**config.mk**
```make
export PLATFORM = sky130hd
export DESIGN_NAME = norm_shift_flat
export DESIGN_NICKNAME = d
export VERILOG_FILES = /design/src/rtl/fpu_pkg.sv /design/src/rtl/norm_shift_if.sv /design/src/rtl/norm_shift_lzc16.sv /design/src/rtl/norm_shift.sv /design/src/flat_wrapper.sv
export SDC_FILE = /design/constraint.sdc
export NUM_CORES = 1
export LEC_CHECK = 0
export CORE_MARGIN = 5
export CORE_UTILIZATION = 52
export DETAILED_ROUTE_END_ITERATION = 12
export GPL_ROUTABILITY_DRIVEN = 0
export HOLD_SLACK_MARGIN = 0.12
export PLACE_DENSITY = 0.86
export SYNTH_ARGS = -nofsm -noshare
export SYNTH_HDL_FRONTEND = slang
export SYNTH_SLANG_ARGS = --single-unit
```
**constraint.sdc**
```tcl
create_clock -name clk -period 12.1 [get_ports clk]
set_input_delay 1.21 -clock clk [delete_from_list [all_inputs] [get_ports clk]]
set_output_delay 1.21 -clock clk [all_outputs]
set_load 0.02 [all_outputs]
```
**src/rtl/fpu_pkg.sv**
```systemverilog
// fpu_pkg: shared types and constants for the FPU rounder datapath.
//   EMIN_DBL / EMIN_SGL : minimum normal exponents for double / single
//   SH_W / EO_W         : widths of the shift amount and result exponent
//   sh_t / eo_t         : signed 13-bit shift / 14-bit exponent types
//   s1_t                : norm_shift stage-1 register contents
//   sat_sh()            : clamp a 14-bit signed value into the sh_t range
package fpu_pkg;

  localparam int SH_W = 13;
  localparam int EO_W = 14;

  typedef logic signed [SH_W-1:0] sh_t;
  typedef logic signed [EO_W-1:0] eo_t;

  localparam sh_t EMIN_DBL = -13'sd1022;
  localparam sh_t EMIN_SGL = -13'sd126;

  localparam eo_t SH_MAX = 14'sd4095;
  localparam eo_t SH_MIN = -14'sd4096;

  // Chunk 0 of clz/zf covers fr[63:48], chunk 3 covers fr[15:0].
  typedef struct packed {
    logic [3:0][4:0] clz;
    logic [3:0]      zf;
    eo_t             d;
    sh_t             er;
  } s1_t;

  function automatic sh_t sat_sh(input eo_t v);
    if (v > SH_MAX) begin
      return sh_t'(SH_MAX);
    end else if (v < SH_MIN) begin
      return sh_t'(SH_MIN);
    end else begin
      return sh_t'(v);
    end
  endfunction

endpackage

```
**src/rtl/norm_shift_if.sv**
```systemverilog
// norm_shift_if: valid/ready operand and result bus of norm_shift.
//   in_valid/in_ready   : operand handshake
//   fr, er              : unnormalized significand and its exponent
//   out_valid/out_ready : result handshake
//   sh, eo, zero        : shift amount, result exponent, zero-operand flag
// The master modport is the side producing operands and consuming results;
// the slave modport is the norm_shift block itself.
interface norm_shift_if;
  import fpu_pkg::*;

  logic        in_valid;
  logic        in_ready;
  logic [63:0] fr;
  sh_t         er;
  logic        out_valid;
  logic        out_ready;
  sh_t         sh;
  eo_t         eo;
  logic        zero;

  modport master (
    output in_valid, fr, er, out_ready,
    input  in_ready, out_valid, sh, eo, zero
  );

  modport slave (
    input  in_valid, fr, er, out_ready,
    output in_ready, out_valid, sh, eo, zero
  );

endinterface

```
**src/rtl/norm_shift_lzc16.sv**
```systemverilog
// lzc16: combinational leading-zero counter for one 16-bit chunk.
//   x        : input chunk, MSB = bit 15
//   cnt      : number of leading zeros, 0..16 (16 only when x == 0)
//   all_zero : x is all zeros
module lzc16 (
  input  logic [15:0] x,
  output logic [4:0]  cnt,
  output logic        all_zero
);

  // Scanning upward lets the highest set bit overwrite any lower one.
  always_comb begin
    cnt = 5'd16;
    for (int i = 0; i < 16; i++) begin
      if (x[i]) begin
        cnt = 5'(15 - i);
      end
    end
  end

  assign all_zero = (x == 16'd0);

endmodule

```
**src/rtl/norm_shift.sv**
```systemverilog
// norm_shift: two-stage valid/ready normalization-shift generator.
// Computes sh = sat13(min(lz(fr), er - EMIN)) and eo = er - sh; a zero
// significand yields zero = 1, sh = 0, eo = er.
//   EMIN  : minimum normal exponent (EMIN_DBL or EMIN_SGL)
//   clk   : rising-edge clock
//   rst_n : asynchronous active-low reset, discards anything in flight
//   bus   : norm_shift_if slave (operand in, result out)
// Stage 1 registers per-chunk leading-zero counts plus d and er; stage 2
// merges the chunks, applies the exponent clamp and registers the result.
module norm_shift
  import fpu_pkg::*;
#(
  parameter sh_t EMIN = EMIN_DBL
) (
  input  logic         clk,
  input  logic         rst_n,
  norm_shift_if.slave  bus
);

  logic            s1_valid;
  logic            s2_valid;
  logic            s1_adv;
  logic            s2_adv;
  s1_t             s1_q;
  s1_t             s1_next;
  logic [3:0][4:0] chunk_clz;
  logic [3:0]      chunk_zf;
  logic [6:0]      lz;
  eo_t             lz_ext;
  eo_t             min_v;
  sh_t             sh_next;
  eo_t             eo_next;
  logic            zero_next;
  sh_t             sh_q;
  eo_t             eo_q;
  logic            zero_q;

  // A stage may take new data when it is empty or its contents are leaving.
  assign s2_adv       = !s2_valid || bus.out_ready;
  assign s1_adv       = !s1_valid || s2_adv;
  assign bus.in_ready = s1_adv;

  for (genvar g = 0; g < 4; g++) begin : g_lzc
    lzc16 u_lzc (
      .x        (bus.fr[63-16*g -: 16]),
      .cnt      (chunk_clz[g]),
      .all_zero (chunk_zf[g])
    );
  end

  always_comb begin
    s1_next     = '0;
    s1_next.clz = chunk_clz;
    s1_next.zf  = chunk_zf;
    s1_next.d   = eo_t'(bus.er) - eo_t'(EMIN);
    s1_next.er  = bus.er;
  end

  always_ff @(posedge clk or negedge rst_n) begin
    if (!rst_n) begin
      s1_valid <= 1'b0;
      s1_q     <= '0;
    end else if (s1_adv) begin
      s1_valid <= bus.in_valid;
      if (bus.in_valid) begin
        s1_q <= s1_next;
      end
    end
  end

  // Chunks are walked from least to most significant so the first non-zero
  // chunk from the top is the one left in lz.
  always_comb begin
    lz = 7'd64;
    for (int k = 3; k >= 0; k--) begin
      if (!s1_q.zf[k]) begin
        lz = 7'(16 * k) + 7'(s1_q.clz[k]);
      end
    end
  end

  // The shift stops early when the exponent would fall below EMIN; a
  // negative d turns the left shift into a denormalizing right shift.
  always_comb begin
    lz_ext    = eo_t'({7'd0, lz});
    min_v     = (lz_ext < s1_q.d) ? lz_ext : s1_q.d;
    sh_next   = sat_sh(min_v);
    eo_next   = eo_t'(s1_q.er) - eo_t'(sh_next);
    zero_next = 1'b0;
    if (&s1_q.zf) begin
      sh_next   = '0;
      eo_next   = eo_t'(s1_q.er);
      zero_next = 1'b1;
    end
  end

  always_ff @(posedge clk or negedge rst_n) begin
    if (!rst_n) begin
      s2_valid <= 1'b0;
      sh_q     <= '0;
      eo_q     <= '0;
      zero_q   <= 1'b0;
    end else if (s2_adv) begin
      s2_valid <= s1_valid;
      if (s1_valid) begin
        sh_q   <= sh_next;
        eo_q   <= eo_next;
        zero_q <= zero_next;
      end
    end
  end

  assign bus.out_valid = s2_valid;
  assign bus.sh        = sh_q;
  assign bus.eo        = eo_q;
  assign bus.zero      = zero_q;

endmodule

```
**src/flat_wrapper.sv**
```systemverilog
// flat-port wrapper written by rule: the top's interface ports become plain ports
module norm_shift_flat import fpu_pkg::*;
#(
  parameter sh_t EMIN = EMIN_DBL
)
  (clk, rst_n, bus_in_valid, bus_fr, bus_er, bus_out_ready, bus_in_ready, bus_out_valid, bus_sh, bus_eo, bus_zero);
  norm_shift_if bus_i ();
  input  logic clk;
  input  logic rst_n;
  input wire logic [$bits(bus_i.in_valid)-1:0] bus_in_valid;
  input wire logic [$bits(bus_i.fr)-1:0] bus_fr;
  input wire logic [$bits(bus_i.er)-1:0] bus_er;
  input wire logic [$bits(bus_i.out_ready)-1:0] bus_out_ready;
  output wire logic [$bits(bus_i.in_ready)-1:0] bus_in_ready;
  output wire logic [$bits(bus_i.out_valid)-1:0] bus_out_valid;
  output wire logic [$bits(bus_i.sh)-1:0] bus_sh;
  output wire logic [$bits(bus_i.eo)-1:0] bus_eo;
  output wire logic [$bits(bus_i.zero)-1:0] bus_zero;
  assign bus_i.in_valid = bus_in_valid;
  assign bus_i.fr = bus_fr;
  assign bus_i.er = bus_er;
  assign bus_i.out_ready = bus_out_ready;
  assign bus_in_ready = bus_i.in_ready;
  assign bus_out_valid = bus_i.out_valid;
  assign bus_sh = bus_i.sh;
  assign bus_eo = bus_i.eo;
  assign bus_zero = bus_i.zero;
  norm_shift #(.EMIN(EMIN)) u_core (.clk(clk), .rst_n(rst_n), .bus(bus_i));
endmodule
```
# == After elaboration in Yosys (flattened, before gate mapping) ==
# Cells that the tools add are included.
# totals
ff_bits,81
output_inout_bits,30
elab_cells,105
# op_classes
addsub,5
magnitude_cmp,3
mux,74
reduce_logical,11
# ops
cell,n
5-bit two-way mux,64
16-bit zero test,4
13-bit two-way mux,3
14-bit two-way mux,2
7-bit two-way mux,4
"6-bit by 5-bit adder with 7-bit output, first input constant",2
"14-bit by 13-bit greater-than comparator with 1-bit output, second input constant",1
"14-bit by 13-bit < comparator with 1-bit output, second input constant",1
8-bit by 14-bit < comparator with 1-bit output,1
"13-bit by 11-bit subtractor with 14-bit output, second input constant",1
13-bit by 13-bit subtractor with 14-bit output,1
"5-bit by 5-bit adder with 6-bit output, first input constant",1
2-bit AND reduction,2
4-bit AND reduction,1
1-bit zero test,2
1-bit logical OR,2
1-bit two-way mux,1

# == Longest topological paths before layout ==
# Gate-level depths: netlist of run 1.
# depth
depth_word,16
mapped_depth,26
ltp_nobuf,25

# == By module ==
# From an unflattened synthesis of run 1, not the netlist that was laid out.
# hier_totals
hier_cells,588
hier_area_um2,5377.7
# by_module_without_submodules
module,n_inst,cells_per_inst,area_each_um2,seq_area_each_um2
norm_shift,1,456,4551.9,2001.9
lzc16,4,33,206.4,0.0

# == Least setup slack after synthesis of run 1 ==
# Ideal clock, no wire load.
# synth_path
kind,reg-to-reg
from,register u_core.s1_q[29] (netlist bit)
to,register u_core.eo_q[10] (netlist: u_core.bus.eo[10])
setup_ns,0.132
arrival_time_ns,4.115
setup_slack_ns,7.853
path_stages_with_launch,24
path_buffers,1
synth_period_minus_slack_ns,4.247
cell_sequence,dfrtp_1 -> and2b_1 -> a21oi_1 -> a21oi_1 -> mux2i_1 -> inv_1 -> ha_1 -> nand2_1 -> a21oi_1 -> a211o_1 -> a21oi_1 -> ha_1 -> buf_2 -> inv_1 -> o31ai_1 -> ha_1 -> inv_1 -> fa_1 -> a211oi_1 -> o21ai_0 -> a31oi_1 -> o21ai_0 -> xnor2_1 -> o21ai_0
# synth_via
elab_chain_len,10
# synth_rtl
element,line,source
from (decl),norm_shift.sv:24,s1_t s1_q;
from (signal assigned),norm_shift.sv:66,s1_q <= s1_next;
7-bit two-way mux (3 in a row),norm_shift.sv:76,if (!s1_q.zf[k]) begin
8-bit by 14-bit < comparator with 1-bit output,norm_shift.sv:86,min_v = (lz_ext < s1_q.d) ? lz_ext : s1_q.d;
14-bit two-way mux,norm_shift.sv:86,
14-bit by 13-bit < comparator with 1-bit output,fpu_pkg.sv:32,end else if (v < SH_MIN) begin
13-bit two-way mux,fpu_pkg.sv:32,
13-bit two-way mux,fpu_pkg.sv:30,if (v > SH_MAX) begin
13-bit by 13-bit subtractor with 14-bit output,norm_shift.sv:88,eo_next = eo_t'(s1_q.er) - eo_t'(sh_next);
14-bit two-way mux (*),norm_shift.sv:90,if (&s1_q.zf) begin
to (signal assigned),norm_shift.sv:107,eo_q <= eo_next;
to (decl),norm_shift.sv:35,eo_t eo_q;
# Every way passes the cells marked *; elsewhere a longest branch is shown, timed or not.
# A chain may end at the register's enable or synchronous reset.

# == Final worst setup path of run 1 ==
# layout_path
from,register u_core.s1_q[29] (netlist bit)
to,register u_core.eo_q[8] (netlist: u_core.bus.eo[8])
# The elaborated chain is that of the path after synthesis.

==> metrics.md, run 1 <==
| Metric | Value |
|---|---|
| Outcome | finished, final reports clean |
| Total CTS buffers | 9 |
| Full die area | 11450 um2 |
| H-tree Lvls | 3 |
| Synth cell types | 53 |
| Worst path slowest cell | fa_1 |
| Initial Util | 53.22% |
| Avg Inst Size Synth | 8.439 um2 |
| Fmax | 196.8 MHz |
| Top Metal Used | met4 |
| RSZ-0062 raised after global routing | no |
| Dpl hpwl | 10.18 mm |
| Layout area overhead | 27.91% |
| Top-area cell type share of the netlist area | 40.90% |
| Register area share after synthesis | 40.90% |
| Via density | 5.897 |
| Post-CTS Setup Bufs | 0 |
| Vias in the first global route | 4891 |
| Critical path class | flop to flop |
| Residual DRC | 0 |
| Layout cell share with drive strength beyond 1 | 4.076% |
| Rows | 35 |
| Gr usage total | 24.10% |
| WL/cell | 16.17 um |
| Crit-path cells | and2b_1 > a21oi_1 > a21oi_1 > mux2i_1 > inv_1 > ha_1 > nand2_1 > a21oi_1 > a211o_1 > a21oi_1 > ha_1 > inv_1 > nor2_1 > a21oi_1 > fa_1 > a211oi_1 > o21ai_0 > a31oi_1 > xnor2_1 > mux2i_1 > o21ai_0 |
| Pin count of the biggest net entering global routing | 81 |
| Asr flop ratio synth | 100.0% |
| Worst-margin pin slew | 1127 ps |
| Total Negative Setup Slacks | 0 ps |
| Drt pass-1 iters | 7 |
| Arrival time worst endpoint | 5360 ps |
| Die width | 107.0 um |
| # resized after CTS | 0 |
| Setup violations, final | 0 |
| Worst slack at placement | 7203 ps |
| Core area | 9196 um2 |
| Reg clk slew, reported paths | 80 ps |
| Initial antenna violation count | 0 |
| TritonCTS clock tree | built |
| IO Pins | 111 |
| Crit. End Element | flop |
| Detail Route met2 WL | 6.412 mm |
| Pwr Total | 895.6 uW |
| # port buffers | 110 |
| Met1 WL | 5.082 mm |
| Most frequent cell after synthesis | nand2_1 |
| Overflow after GRT | 0 |
| Worst-case clock buffer depth | 2 |
| DR vias | 4706 |
| Ant diodes | 0 |
| Worst path most repeated cell | a21oi_1 |
| Fin Clk Skew | 6.219 ps |
| Clk sinks | 80 |
| PwrDens | 143.0 nW/um2 |
| Clock Latency Late Sink | 360 ps |
| Commonest cells in the netlist | 101 x nand2_1, 80 x dfrtp_1, 53 x o21ai_0 |
| CP peak stage delay | 500 ps |
| Number of flops mapped to enable cells by yosys | 0 |
| Synthesis-stage register bit count | 80 |
| Met3 routed wirelength | 907 um |
| Die height | 107.0 um |
| Hold Vio Cnt, Final | 0 |
| Syn Std Cell Area | 4895 um2 |
| Largest fanout on the critical path | 10 |
| Worst vdd ir | 0.06779 mV |
| Nets | 785 |
| Top_reg_cell synth | dfrtp_1 |
| Slack of the critical path | 7018 ps |
| Final slew viol count | 0 |
| Top cells by area, synth | dfrtp_1 41%, nand2_1 7.7%, o21ai_0 5.4%, ha_1 5.4%, a21oi_1 4.8% |
| CTS Hold Bufs | 0 |
| Tmin final | 5082 ps |
| Leakage | 0.002799 uW |
| Startpoint class of the critical path | flop |
| Detailed-route wire length | 12.90 mm |
| Post-Syn Instances | 580 |
| DR iter-0 viols | 233 |
| Worst min path class | flop to flop |
| Max cap viols | 0 |
| Syn_nets | 683 |
| YS warnings | 0 |
| Critical Path RT | 12370 ps |
| Gate family responsible for the most delay along the worst path | compound AO/OA/AOI/OAI gates |
| First-pass GRT wire length | 22.49 mm |
| Post-synthesis cell type with the largest combined area | dfrtp_1 |
| Detail Route Antenna Nets | 0 |
| Root Driver | clkbuf_8 |
| Slew headroom | 24.88% |
| Worst Path Buf+Inv | 2 |
| Final Cycle Share | 42.00% |
==> state kept, by name (all words and copies together) (netlist names) <==
| name | count |
|---|---|
| u_core.s1_q | 50 |
| u_core.bus.sh | 13 |
| u_core.bus.zero | 1 |
| u_core.s1_valid | 1 |
| u_core.bus.eo | 14 |
| u_core.bus.out_valid | 1 |
==> cell families (layout without fill, tap and decap cells) <==
kind of cell,Yosys count,in the layout,synth area share [%]
simple gates,216,216,20.09
compound gates,175,175,22.47
flops,80,80,40.90
buf+inv,54,161,4.346
fa+ha+maj,29,29,7.209
xor+xnor,19,19,3.553
mux,7,7,1.432
==> layer usage <==
layer	vias to the layer above	global-route usage, %
met1	2186	27.81
met4	0	10.96
met2	197	41.73
met3	56	6.261
li1	2267	-
met5	-	0
==> where the power goes <==
group          switching [uW]  internal [uW]
sequential               35.2            314
combinational             183            159
clock                    98.8            106
total                     317            579
==> metrics by stage <==
stage | hold WS, ps | util [%] | cell area [um2] | std cells
after floorplan | 442.2 | - | 4895 | 580
after global placement | 463.0 | 65.84 | 6055 | 782
after detailed placement | 465.0 | 65.84 | 6055 | 782
after CTS | 488.5 | 68.08 | 6261 | 798
after global routing | 512.0 | 68.08 | 6261 | 798
final | 482.2 | 68.08 | 6261 | 798
==> cell type report <==
type | count | area [um2]
flip-flops and latches | 80 | 2002
fillers | 757 | 2935
well taps | 111 | 138.9
multi-input cells | 446 | 2680
clock buffers | 11 | 151.4
clock inverters | 5 | 55.05
inverters | 34 | 127.6
repair buffers | 111 | 1106
==> final timing paths <==
check	from	slack, ps	endpoint	depth (start not counted)
max	u_core.s1_q[29]	7020	u_core.bus.eo[8]	21
min	u_core.bus.sh[6]	480	u_core.bus.sh[6]	2
max reg2reg	u_core.s1_q[29]	7020	u_core.bus.eo[8]	21
min reg2reg	u_core.bus.sh[6]	480	u_core.bus.sh[6]	2
max in group asynchronous	rst_n	10480	u_core.s1_q[28]	1
min in group asynchronous	rst_n	1000	u_core.bus.sh[8]	1
==> worst reg2reg max path, cell delays in order (launching register included) <==
cell and delay [ps]:
dfrtp_1 470, and2b_1 240, a21oi_1 190, a21oi_1 90
mux2i_1 210, inv_1 100, ha_1 300, nand2_1 70
a21oi_1 40, a211o_1 280, a21oi_1 170, ha_1 330
inv_1 210, nor2_1 420, a21oi_1 200, fa_1 500
a211oi_1 320, o21ai_0 170, a31oi_1 260, xnor2_1 160
mux2i_1 100, o21ai_0 160
==> placed cells by master (no fill, tap or decap), types with 4 or more instances in the layout <==
cell type	Yosys	routed
clkdlybuf4s50_1	0	109
nand2_1	101	101
dfrtp_1	80	80
o21ai_0	53	53
a21oi_1	47	47
nor2_1	42	42
inv_1	33	33
nor3_1	23	23
ha_1	21	21
nor4_1	13	13
a21o_1	12	12
xnor2_1	11	11
clkbuf_8	0	11
o31a_1	9	9
o21bai_1	9	9
nand3_1	9	9
nor2b_1	7	7
mux2i_1	7	7
maj3_1	7	7
nand2b_1	7	7
xor2_1	7	7
a211oi_1	6	6
a22oi_1	6	6
o31ai_1	5	5
a22o_1	5	5
o21ai_1	4	4
a32o_1	4	4
(Power assumes the default switching activity.)
==> run 2, diff against run 1 <==
--- a/config.mk
+++ b/config.mk
@@ -6,11 +6,11 @@
 export NUM_CORES = 1
 export LEC_CHECK = 0
 export CORE_MARGIN = 5
-export CORE_UTILIZATION = 52
+export CORE_UTILIZATION = 51
 export DETAILED_ROUTE_END_ITERATION = 12
 export GPL_ROUTABILITY_DRIVEN = 0
 export HOLD_SLACK_MARGIN = 0.12
-export PLACE_DENSITY = 0.86
+export PLACE_DENSITY = 0.85
 export SYNTH_ARGS = -nofsm -noshare
 export SYNTH_HDL_FRONTEND = slang
 export SYNTH_SLANG_ARGS = --single-unit
==> constraint.sdc (replaced) <==
create_clock -name clk -period 5 [get_ports clk]
set_input_delay 0.5 -clock clk [delete_from_list [all_inputs] [get_ports clk]]
set_output_delay 0.5 -clock clk [all_outputs]
set_load 0.02 [all_outputs]
==> run 2 against run 1 <==
Net effect:
- sequential cell count did not move
- first-iteration DRC count is 33% higher
- highest routed layer unchanged
- hold slack worse by 180 ps
- combinational power rose by 140%
- cell area grew 1.1%
- register-to-register slack worse by 6800 ps
- clock power grew to 2.6 times the previous value
- critical path depth increased by 1
- fmax is 5.9% higher
- clock skew up 6.8 ps
==> metrics.md, run 2 (synthesis results as in run 1) <==
| Metric | Value |
|---|---|
| Detail Route met2 WL | 5.987 mm |
| Fin Clk Skew | 13.07 ps |
| Tmin final | 4800 ps |
| Initial antenna violation count | 0 |
| Top reg by flops | u_core.s1_q |
| TritonCTS clock tree | built |
| Slack of the critical path | 200.0 ps |
| Critical Path RT | 5260 ps |
| Gate family responsible for the most delay along the worst path | compound AO/OA/AOI/OAI gates |
| Layout area overhead | 29.35% |
| Startpoint class of the critical path | flop |
| Post-CTS Setup Bufs | 0 |
| Initial Util | 52.72% |
| Hold Vio Cnt, Final | 0 |
| Crit. End Element | flop |
| Detail Route Antenna Nets | 0 |
| WL/cell | 15.86 um |
| Pwr Total | 2208 uW |
| Total CTS buffers | 9 |
| Worst-margin pin slew | 1080 ps |
| Leakage | 0.002821 uW |
| Nets | 786 |
| Gr usage total | 22.70% |
| Fmax | 208.3 MHz |
| Layout fillers | 747 |
| Worst slack at placement | 200.1 ps |
| Largest fanout on the critical path | 10 |
| Placed Instance Area | 6085 um2 |
| Worst min path class | input pin to asynchronous set/reset pin |
| Die width | 108.0 um |
| Clk sinks | 80 |
| Via density | 5.776 |
| Clock Latency Late Sink | 360 ps |
| Reg clk slew, reported paths | 80 ps |
| Met1 WL | 5.737 mm |
| Rows | 35 |
| CP peak stage delay | 450 ps |
| Worst-case clock buffer depth | 2 |
| Fin area | 6331 um2 |
| First-pass GRT wire length | 21.30 mm |
| Outcome | finished, final reports clean |
| Top Metal Used | met4 |
| Met3 routed wirelength | 887 um |
| Worst Path Buf+Inv | 3 |
| Final Cycle Share | 96.00% |
| Setup violations, final | 0 |
| Dpl hpwl | 10.02 mm |
| Largest register FFs | 50 |
| DR iter-0 viols | 310 |
| Full die area | 11660 um2 |
| Root Driver | clkbuf_8 |
| Worst vdd ir | 0.2087 mV |
| PwrDens | 348.8 nW/um2 |
| # resized after CTS | 0 |
| Overflow after GRT | 0 |
| Layout cell share with drive strength beyond 1 | 4.651% |
| Critical path class | flop to flop |
| Vias in the first global route | 4648 |
| Worst path slowest cell | dfrtp_1 |
| Core area | 9284 um2 |
| DR vias | 4719 |
| CTS Hold Bufs | 0 |
| Crit-path cells | and2b_1 > a21oi_1 > a21oi_1 > mux2i_1 > inv_1 > ha_1 > nand2_1 > a21oi_1 > a211o_1 > a21oi_2 > ha_4 > inv_1 > o31ai_2 > ha_1 > inv_1 > fa_1 > a211oi_2 > o21ai_0 > a31oi_1 > o21ai_0 > xnor2_1 > o21ai_0 |
| Commonest non-fill, non-tap cell in the layout | clkdlybuf4s50_1 |
| # port buffers | 110 |
| Most frequent cells in the layout | 109 x clkdlybuf4s50_1, 101 x nand2_1, 80 x dfrtp_1 |
| Drt pass-1 iters | 5 |
| Arrival time worst endpoint | 5060 ps |
| Final slew viol count | 0 |
| Die height | 108.0 um |
| Ant diodes | 0 |
| H-tree Lvls | 3 |
| Detailed-route wire length | 12.95 mm |
| Residual DRC | 0 |
| Slew headroom | 27.81% |
| IO Pins | 111 |
| Max cap viols | 0 |
| Pin count of the biggest net entering global routing | 81 |
[run 2: changes by cell type in the layout (fill, tap and decap cells not counted), sizes merged]
| cell | previous run | this run |
|---|---|---|
| buf | 2 | 3 |
| bufinv | 1 | 2 |
| clkinvlp | 2 | 0 |
| inv | 33 | 34 |
[run 2: layout make-up]
class | instances | area [um2] | share of cell area [%]
Inverter | 34 | 127.6 | 2.016
Tap cell | 129 | 161.4 | 2.549
Sequential cell | 80 | 2002 | 31.62
Clock buffer | 11 | 141.4 | 2.233
Clock inverter | 5 | 78.83 | 1.245
Timing Repair Buffer | 112 | 1114 | 17.59
Multi-Input combinational cell | 446 | 2706 | 42.75
[run 2: worst register-to-register path, cell delays in order, from the launching register on]
cell and delay, ps:
dfrtp_1 450, and2b_1 230, a21oi_1 190, a21oi_1 90, mux2i_1 240, inv_1 110, ha_1 310, nand2_1 70
a21oi_1 40, a211o_1 280, a21oi_2 170, ha_4 200, inv_1 150, o31ai_2 310, ha_1 210, inv_1 50
fa_1 430, a211oi_2 300, o21ai_0 160, a31oi_1 300, o21ai_0 150, xnor2_1 130, o21ai_0 140
[run 2: metrics by stage]
step / utilization [%] / hold slack (ps) / cells / TNS [ps]
floorplan: - / 204.4 / 580 / 0
global placement: 65.54 / 460.4 / 801 / 0
detailed placement: 65.54 / 465.6 / 801 / 0
CTS: 67.91 / 323.8 / 817 / 0
global route: 68.19 / 394.2 / 817 / -149.9
finish: 68.19 / 304.3 / 817 / 0
[run 2: routing by layer]
metal  vias up  global-route usage (%)
met3        36                   3.940
li1       2262                       -
met1      2213                   30.43
met2       208                   36.50
met5         -                       0
met4         0                   9.378
[run 2: path summary, 6_finish.rpt]
check	start	endpoint	slack, ps	cells past startpoint
max in group asynchronous	rst_n	u_core.s1_q[48]	4100	1
setup / recovery	u_core.s1_q[29]	u_core.bus.eo[10]	200	22
min in group clk	u_core.bus.zero	u_core.bus.zero	480	1
hold reg to reg	u_core.bus.zero	u_core.bus.zero	480	1
setup reg to reg	u_core.s1_q[29]	u_core.bus.eo[10]	200	22
hold / removal	rst_n	u_core.bus.sh[7]	300	1
[run 2: where the power goes]
group / internal, uW / switching, uW
Sequential: 760 / 87.2
Combinational: 391 / 444
Clock: 295 / 232
==> run 3, diff against run 2 <==
--- a/config.mk
+++ b/config.mk
@@ -5,12 +5,14 @@
 export SDC_FILE = /design/constraint.sdc
 export NUM_CORES = 1
 export LEC_CHECK = 0
+export ABC_AREA = 1
 export CORE_MARGIN = 5
-export CORE_UTILIZATION = 51
+export CORE_UTILIZATION = 52
 export DETAILED_ROUTE_END_ITERATION = 12
 export GPL_ROUTABILITY_DRIVEN = 0
 export HOLD_SLACK_MARGIN = 0.12
-export PLACE_DENSITY = 0.85
+export PLACE_DENSITY = 0.89
 export SYNTH_ARGS = -nofsm -noshare
 export SYNTH_HDL_FRONTEND = slang
 export SYNTH_SLANG_ARGS = --single-unit
+export TNS_END_PERCENT = 5
==> run 3 against run 2 <==
Net effect:
- wire length decreased by 3.5%
- critical path depth up 4
- non-clock buffer count down 1
- largest power group is now combinational logic
- via count rose by 6.2%
- critical endpoint is now u_core.bus.eo[12]
- register-to-register slack gained 160 ps
- die area rose by 3.4%
- sequential cell count is the same
- clock skew rose by 0.99 ps
==> metrics.md, run 3 <==
| Metric | Value |
|---|---|
| Rows | 36 |
| Crit. End Element | flop |
| Worst-case clock buffer depth | 2 |
| CP peak stage delay | 570 ps |
| Worst reg-to-reg path cell count | 26 |
| Total CTS buffers | 9 |
| Post-synthesis cell type with the largest combined area | dfrtp_1 |
| Synthesis-stage register bit count | 80 |
| Gate family responsible for the most delay along the worst path | adder cells |
| Register area share after synthesis | 38.68% |
| Fin Clk Skew | 14.05 ps |
| Initial antenna violation count | 0 |
| Avg Inst Size Synth | 7.228 um2 |
| Arrival time worst endpoint | 4910 ps |
| Outcome | finished, final reports clean |
| Top_reg_cell synth | dfrtp_1 |
| Initial Util | 53.19% |
| Root Driver | clkbuf_8 |
| Full die area | 12050 um2 |
| Asr flop ratio synth | 100.0% |
| Commonest cells in the netlist | 193 x nand2_1, 113 x inv_1, 80 x dfrtp_1 |
| Worst Path Buf+Inv | 4 |
| TritonCTS clock tree | built |
| Largest fanout on the critical path | 12 |
| Residual DRC | 0 |
| Most frequent cells in the layout | 193 x nand2_1, 112 x inv_1, 109 x clkdlybuf4s50_1 |
| Clk sinks | 80 |
| Worst-margin pin slew | 1035 ps |
| Reg clk slew, reported paths | 90 ps |
| YS warnings | 0 |
| Overflow after GRT | 0 |
| Total Negative Setup Slacks | 0 ps |
| Reg2reg end | u_core.bus.eo[12] |
| Die height | 109.8 um |
| Startpoint class of the critical path | flop |
| Via density | 5.233 |
| Critical Path RT | 5270 ps |
| Post-layout util | 67.16% |
| Vias in the first global route | 4818 |
| Worst path slowest cell | dfrtp_1 |
| Hold Worst Slack | 290.7 ps |
| Layout area overhead | 26.26% |
| Gr usage total | 21.84% |
| Top cells by area, synth | dfrtp_1 39%, nand2_1 14%, inv_1 8.2%, nand3_1 5.5%, ha_1 5.1% |
| Fmax | 215.7 MHz |
| Syn Std Cell Area | 5175 um2 |
| Hold Vio Cnt, Final | 0 |
| Post-Syn Instances | 716 |
| Top-area cell type share of the netlist area | 38.68% |
| Setup violations, final | 0 |
| RSZ-0062 raised after global routing | no |
| Detail Route Antenna Nets | 0 |
| Clock Latency Late Sink | 360 ps |
| Tmin final | 4636 ps |
| Final Cycle Share | 92.72% |
| H-tree Lvls | 3 |
| Layout fillers | 814 |
| Reg2Reg Setup Slack | 360 ps |
| Max cap viols | 0 |
| Storage element area | 2002 um2 |
| Most frequent cell after synthesis | nand2_1 |
| Layout cell share with drive strength beyond 1 | 5.576% |
| Worst min path class | input pin to asynchronous set/reset pin |
| IO Pins | 111 |
| Slack of the critical path | 364.0 ps |
| PwrDens | 350.8 nW/um2 |
| Worst slack at placement | 366.4 ps |
| Worst path most repeated cell | nand2_1 |
| First-pass GRT wire length | 21.22 mm |
| Ant diodes | 0 |
| Nets | 923 |
| # port buffers | 110 |
| Dpl hpwl | 9.790 mm |
| WL/cell | 13.04 um |
| Die width | 109.8 um |
| Critical path class | flop to flop |
| Synth cell types | 44 |
| Drt pass-1 iters | 5 |
| Slew headroom | 30.80% |
| Leakage | 0.003167 uW |
| Number of flops mapped to enable cells by yosys | 0 |
| Multi-input logic area | 2623 um2 |
| DR iter-0 viols | 337 |
| Syn_nets | 819 |
| Top reg by flops | u_core.s1_q |
| Reg2Reg Launch Point | u_core.s1_q[28] |
| Commonest non-fill, non-tap cell in the layout | nand2_1 |
| Worst vdd ir | 0.1864 mV |
| DR vias | 5013 |
| Pin count of the biggest net entering global routing | 81 |
| Detailed-route wire length | 12.50 mm |
| Largest register FFs | 50 |
| Core area | 9729 um2 |
| Final slew viol count | 0 |
-- run 3: changes by cell type after synthesis, sizes merged, moves of 8 or more --
cell,before,now
a21o,12,1
a21oi,47,30
inv,33,117
nand2,101,198
nand3,10,58
nor3,23,4
o211ai,3,11
o21ai,58,70
o31a,9,0
-- run 3: how the worst max path moves through the flow --
stage,startpoint,endpoint,slack (ps),depth (start not counted)
4_1_cts,u_core.s1_q[28],u_core.bus.eo[12],340,25
2_1_floorplan,u_core.s1_q[27],u_core.bus.eo[12],1170,27
6_report,u_core.s1_q[28],u_core.bus.eo[12],360,26
3_5_place_dp,u_core.s1_q[28],u_core.bus.eo[12],370,25
5_1_grt,u_core.s1_q[28],u_core.bus.eo[12],50,25
3_3_place_gp,u_core.s1_q[28],u_core.bus.eo[12],630,25
-- run 3: cell type report --
type	instances	share of cell area (%)
Multi-Input combinational cell	500	40.14
Inverter	118	6.779
Clock inverter	7	1.072
Sequential cell	80	30.64
Clock buffer	9	1.896
Timing Repair Buffer	111	16.93
Tap cell	133	2.547
-- run 3: kinds of logic after synthesis --
kind of cell             share of synthesized area [%]
AO/OA/AOI/OAI                                    15.88
AND/OR/NAND/NOR                                  27.47
adder cells (fa/ha/maj)                          5.464
buffers and inverters                            10.64
flip-flops                                       38.68
XOR/XNOR                                         1.862
-- run 3: power breakdown --
part           total, uW  internal (uW)  switching (uW)
Combinational        965            424             541
Clock                469            230             239
Sequential           857            776            81.7
Total               2290           1430             862
-- run 3: repair_timing --
action	in CTS	in global routing
hold buffers	0	0
endpoints found under the setup margin	0	1
resized for setup	0	1
buffers inserted	0	0
-- run 3: per-layer routing --
metal | track usage, % | vias up | routed length, um
met5 | 0 | - | 0
met4 | 7.925 | 0 | 291
met3 | 4.110 | 26 | 883
met2 | 37.88 | 179 | 6071
met1 | 27.04 | 2255 | 5249
li1 | - | 2553 | -
-- run 3: stage by stage --
| step | power, uW | instance area (um2) | std cells |
|---|---|---|---|
| 6_report | 2292 | 6534 | 958 |
| 5_1_grt | 2446 | 6534 | 958 |
| 4_1_cts | 2299 | 6534 | 958 |
| 3_5_place_dp | 1828 | 6340 | 942 |
| 3_3_place_gp | 1801 | 6340 | 942 |
| 2_1_floorplan | 1450 | 5175 | 716 |
